**src/rtl/drum_pkg.sv**
```systemverilog
// Shared types and constants for the drum voice blocks.
package drum_pkg;

    typedef enum logic [1:0] {
        IDLE  = 2'd0,
        HOLD  = 2'd1,
        SWEEP = 2'd2
    } voice_state_t;

    localparam int PERIOD_W         = 16;
    localparam int TICK_DIV_DEFAULT = 50000;

endpackage : drum_pkg

```
**src/rtl/tick_prescaler.sv**
```systemverilog
// Free-running divider that emits a one-cycle tick every DIV enabled cycles.
module tick_prescaler #(
    parameter int DIV = drum_pkg::TICK_DIV_DEFAULT
) (
    input  logic clk,
    input  logic rst,
    input  logic clr,
    input  logic en,
    output logic tick
);

    localparam int CW = (DIV > 1) ? $clog2(DIV) : 1;
    localparam logic [CW-1:0] LAST = CW'(DIV - 1);

    logic [CW-1:0] count_q;

    // Tick is decoded from the count so it lines up with the wrap cycle.
    assign tick = en && !clr && (count_q == LAST);

    // Count while enabled; a clear or a disable parks the count at zero.
    always_ff @(posedge clk or posedge rst) begin
        if (rst) begin
            count_q <= '0;
        end else if (clr || !en) begin
            count_q <= '0;
        end else if (count_q == LAST) begin
            count_q <= '0;
        end else begin
            count_q <= count_q + 1'b1;
        end
    end

endmodule : tick_prescaler

```
**src/rtl/drum_pitch_sweep.sv**
```systemverilog
// Per-pad voice controller: hold a start period, then ramp it to an end period.
module drum_pitch_sweep
    import drum_pkg::*;
#(
    parameter int PERIOD_W     = drum_pkg::PERIOD_W,
    parameter int START_PERIOD = 2000,
    parameter int END_PERIOD   = 6000,
    parameter int SWEEP_STEP   = 8,
    parameter int TICK_DIV     = drum_pkg::TICK_DIV_DEFAULT,
    parameter int HOLD_TICKS   = 20
) (
    input  logic                clk,
    input  logic                rst,
    input  logic                hit,
    output logic [PERIOD_W-1:0] top,
    output logic                tone_en,
    output logic                busy,
    output logic                done
);

    localparam int HW = (HOLD_TICKS > 1) ? $clog2(HOLD_TICKS) : 1;
    localparam logic [HW-1:0]       HOLD_LAST = HW'(HOLD_TICKS - 1);
    localparam logic [PERIOD_W-1:0] START_P   = PERIOD_W'(START_PERIOD);
    localparam logic [PERIOD_W:0]   END_P     = (PERIOD_W + 1)'(END_PERIOD);
    localparam logic [PERIOD_W:0]   STEP_P    = (PERIOD_W + 1)'(SWEEP_STEP);

    voice_state_t        state_q;
    logic                hit_q;
    logic [HW-1:0]       hold_cnt_q;
    logic [PERIOD_W-1:0] top_q;
    logic                tone_en_q;
    logic                done_q;

    logic                strike;
    logic                tick;
    logic [PERIOD_W:0]   sum_d;

    assign strike = hit && !hit_q;
    assign busy   = (state_q != IDLE);

    // The carry bit keeps the termination compare honest near the top of range.
    assign sum_d = {1'b0, top_q} + STEP_P;

    tick_prescaler #(
        .DIV (TICK_DIV)
    ) u_tick (
        .clk  (clk),
        .rst  (rst),
        .clr  (strike),
        .en   (busy),
        .tick (tick)
    );

    // Remember the previous hit level so only rising edges strike.
    always_ff @(posedge clk or posedge rst) begin
        if (rst) begin
            hit_q <= 1'b0;
        end else begin
            hit_q <= hit;
        end
    end

    // Voice FSM with period datapath; a strike overrides any tick activity.
    always_ff @(posedge clk or posedge rst) begin
        if (rst) begin
            state_q    <= IDLE;
            hold_cnt_q <= '0;
            top_q      <= START_P;
            tone_en_q  <= 1'b0;
            done_q     <= 1'b0;
        end else begin
            done_q <= 1'b0;
            if (strike) begin
                state_q    <= HOLD;
                hold_cnt_q <= '0;
                top_q      <= START_P;
                tone_en_q  <= 1'b1;
            end else begin
                unique case (state_q)
                    IDLE: begin
                        tone_en_q <= 1'b0;
                    end
                    HOLD: begin
                        if (tick) begin
                            if (hold_cnt_q == HOLD_LAST) begin
                                state_q <= SWEEP;
                            end else begin
                                hold_cnt_q <= hold_cnt_q + 1'b1;
                            end
                        end
                    end
                    SWEEP: begin
                        if (tick) begin
                            if (sum_d >= END_P) begin
                                top_q     <= END_P[PERIOD_W-1:0];
                                tone_en_q <= 1'b0;
                                done_q    <= 1'b1;
                                state_q   <= IDLE;
                            end else begin
                                top_q <= sum_d[PERIOD_W-1:0];
                            end
                        end
                    end
                    default: begin
                        state_q <= IDLE;
                    end
                endcase
            end
        end
    end

    assign top     = top_q;
    assign tone_en = tone_en_q;
    assign done    = done_q;

endmodule : drum_pitch_sweep

```
**config.mk**
```make
export PLATFORM = sky130hd
export DESIGN_NAME = drum_pitch_sweep
export DESIGN_NICKNAME = d
export VERILOG_FILES = /design/src/rtl/drum_pkg.sv /design/src/rtl/tick_prescaler.sv /design/src/rtl/drum_pitch_sweep.sv
export SDC_FILE = /design/constraint.sdc
export NUM_CORES = 1
export LEC_CHECK = 0
export ABC_CLOCK_PERIOD_IN_PS = 3100
export CORE_UTILIZATION = 25
export CTS_BUF_LIST = sky130_fd_sc_hd__clkbuf_8
export DETAILED_ROUTE_END_ITERATION = 6
export SLEW_MARGIN = 20
export SYNTH_ARGS = -nofsm -noshare
export SYNTH_HDL_FRONTEND = slang
export SYNTH_SLANG_ARGS = --single-unit
```
**constraint.sdc**
```tcl
create_clock -name clk -period 3.1 [get_ports clk]
set_input_delay 0.31 -clock clk [delete_from_list [all_inputs] [get_ports clk]]
set_output_delay 0.31 -clock clk [all_outputs]
set_load 0.1 [all_outputs]
```
==> impl_metrics.toml <==
[sta]
tns_ns = 0
final-max-slew-violation-count = 0
fmax_mhz = 364
post-route-period-util_pct = 88.5
finalCriticalPeriod_ns = 2.75
tightest_slew_ns = 0.979
hold_violations = 0
report.final.setup_viol = 0
maxSlewHeadroom_pct = 34.6
rsz0062_at_grt = "false"
skew_ns = 0.0102

[finish]
fillers = 849
layoutNonFillerInstCount = 346
drive_gt1_share_pct = 15.8
area.growth.synth_to_final_pct = 18.1
antennaDiodeCount = 0
fin_nets = 246

[die]
core_area_sq_mm = 0.00822
rows = 33
ioPinCount = 22
die_area_sq_mm = 0.00886
die_w_um = 94.1
initial_core_util_pct = 25.8
die_h_um = 94.1

[logic_synthesis]
ys.flop_type = "dfrtp_1"
yosys.cell_types.count = 46
ys_seq_area_share_pct = 46.4
synth_edf_count = 0
synthMuxAreaShare_pct = 2.01
synth-xor-area-share_pct = 7.85
synth-simple-area-share_pct = 27.6
synthCells = 220
synth-adder-area-share_pct = 1.77
synth_top_area_share_pct = 38.9
synth_seq_cells = 39
yosys-top-cells-area = "dfrtp_1 39%, dfstp_2 7.4%, nor2_1 5.1%, xnor2_1 4.1%, xor2_1 3.7%"
async_flop_share_pct = 100
netlist_area_sq_mm = 0.00212
synth_top_cell_by_area = "dfrtp_1"
synth_top_family_by_area = "simple AND/OR/NAND/NOR gates"
synth_compound_area_share_pct = 10.8
avgSynthCellArea_sq_um = 9.64
ys_warn_count = 0

[detailed_routing]
num_vias = 1660
finalWirelength_mm = 4.39
first_pass_iters = 4
ant_nets = 0
via_per_inst = 4.80
wire_per_inst_um = 12.7
drcViolationCount = 0
drt_iter0_drc = 82

[setup_path]
r2r_start = "top[4]"
cp-start-kind = "flip-flop"
critPathSlowestCell = "dfstp_2"
crit_fanout = 7
critPathKind = "flip-flop to flip-flop"
cp_cell_sequence = "ha_1 > nand3_2 > nor4_1 > mux2i_1 > nand2_1 > o32ai_1 > o211ai_1"
crit_path_end_kind = "flip-flop"
crit_family = "simple AND/OR/NAND/NOR gates"
r2r_slack_ns = 0.35
reg2reg_depth = 7
worstPathArrival_ns = 2.94
critical_path_required_ns = 3.30
cp.buffers_inverters = 0
rr_endpoint = "top[8]"
cp_slowest_stage_delay_ns = 0.58

[clock_network]
cts_buffers = 5
cts_hold_buf = 0
insertion_delay_ns = 0.29
cts_setup_buffers = 0
cts_tree = "built"
clockRootBuffer = "clkbuf_8"
ctsHtreeMaxLevel = 2
clk_pin_slew_worst_paths_ns = 0.08
clock_sinks = 39
cts_max_path_buffers = 2
ctsResizeCount = 0

[placement]
routabilityCongestion = 0.854
numPortBuffers = 18
dpl.cell_count = 338
dp_hpwl_mm = 3.07

[status]
status = "completed"

[grt]
grt_pass1_vias = 1608
grt-ovfl-total = 0
antenna_found_initial = 0
grt_pass1_wl_mm = 7.47
grt_max_degree = 40
grt_usage_pct = 10.8

[flow_run]
cap_viol_max_count = 0

[power]
p_per_area_mw_per_mm2 = 425
ir_drop_v = 0.000161
p_leak_nw = 1.10

[min_path]
worst_hold_path_type = "input port to async pin"
==> cell usage after synthesis, drive strengths merged (2+ instances only) <==
library cell / number
inv: 5
or3: 5
or2: 2
nor2b: 2
mux2i: 2
xor2: 9
nand4: 9
xnor2: 10
a21oi: 9
dfrtp: 33
nand2b: 4
o21a: 2
nor2: 29
o21ai: 9
nor4: 2
o211ai: 3
o31ai: 2
nor3: 6
a221oi: 4
dfstp: 6
and4bb: 2
and2: 7
nand2: 15
clkbuf: 4
buf: 6
nand3: 10
and3: 9
mux2: 2
ha: 3
==> metrics by stage <==
step | setup WS, ns | hold slack (ns) | power (mW) | util [%] | cell area [sq um]
after floorplan | 0.174 | 0.341 | 0.614 | - | 2130
after global placement | 0.560 | 0.440 | 0.627 | 29.0 | 2390
after detailed placement | 0.369 | 0.445 | 0.628 | 29.0 | 2390
after CTS | 0.358 | 0.452 | 1.08 | 30.5 | 2500
after global routing | 0.0567 | 0.478 | 1.12 | 30.5 | 2500
final | 0.355 | 0.428 | 1.06 | 30.5 | 2500
==> worst reg2reg max path: stages, from the launching register on <==
cell and delay, ns:
dfstp_2 0.58, ha_1 0.28, nand3_2 0.18, nor4_1 0.48, mux2i_1 0.51, nand2_1 0.22, o32ai_1 0.27, o211ai_1 0.13
==> worst max-delay path by stage <==
stage	to	slack [ns]	cells after the start	from
2_1_floorplan	top[8]	0.17	7	top[3]
3_3_place_gp	top[8]	0.56	7	top[4]
3_5_place_dp	top[9]	0.37	7	top[4]
4_1_cts	top[9]	0.36	7	top[4]
5_1_grt	top[8]	0.06	7	top[4]
6_report	top[8]	0.35	7	top[4]
==> layer usage <==
layer / GRT usage (%) / part of all wire [%] / vias up / wire length, um
li1: - / - / 810 / -
met1: 13.9 / 48 / 813 / 2090
met2: 17.1 / 47 / 32 / 2070
met3: 3.40 / 4.4 / 5 / 192
met4: 3.46 / 0.82 / 0 / 36
met5: 0 / 0 / - / 0
==> where the power goes <==
part | leakage (nW) | internal (mW) | switching (mW)
clock network | 0.0612 | 0.261 | 0.185
registers | 0.507 | 0.529 | 0.0142
logic | 0.531 | 0.0251 | 0.0494
==> sequential cells by signal (all words and copies together), names as in the netlist <==
| signal | flops |
|---|---|
| tone_en | 1 |
| state_q | 2 |
| u_tick.count_q | 16 |
| done | 1 |
| top | 13 |
| hold_cnt_q | 5 |
| hit_q | 1 |
==> cell usage in the layout (no fill, tap or decap), types with 2 or more instances in the layout <==
| cell type | n |
|---|---|
| a21oi_1 | 9 |
| a221oi_1 | 3 |
| and2_1 | 7 |
| and3_1 | 9 |
| buf_4 | 12 |
| clkbuf_8 | 6 |
| clkdlybuf4s50_1 | 9 |
| conb_1 | 3 |
| dfrtp_1 | 33 |
| dfstp_2 | 6 |
| ha_1 | 3 |
| inv_1 | 5 |
| mux2_2 | 2 |
| mux2i_1 | 2 |
| nand2_1 | 15 |
| nand2b_1 | 4 |
| nand3_1 | 9 |
| nand4_1 | 8 |
| nor2_1 | 29 |
| nor2b_1 | 2 |
| nor3_1 | 6 |
| nor4_1 | 2 |
| o211ai_1 | 3 |
| o21a_1 | 2 |
| o21ai_0 | 9 |
| or2_2 | 2 |
| or3_1 | 4 |
| xnor2_1 | 10 |
| xor2_1 | 9 |
==> layout make-up <==
type / count / area (sq um) / area share, %
inverters: 5 / 18.8 / 0.750
multi-input cells: 168 / 1070 / 42.8
repair buffers: 21 / 180 / 7.20
well taps: 105 / 131 / 5.25
clock inverters: 2 / 35.0 / 1.40
clock buffers: 6 / 82.6 / 3.30
flip-flops and latches: 39 / 983 / 39.3
==> cell families (layout without fill, tap and decap cells) <==
family / count (synthesis) / count (layout)
mux: 4 / 4
flops: 39 / 39
buf+inv: 15 / 34
other cells: 1 / 3
compound gates: 34 / 34
fa+ha+maj: 3 / 3
simple gates: 105 / 105
xor+xnor: 19 / 19
Note: power is estimated with default switching activity, not from simulation.
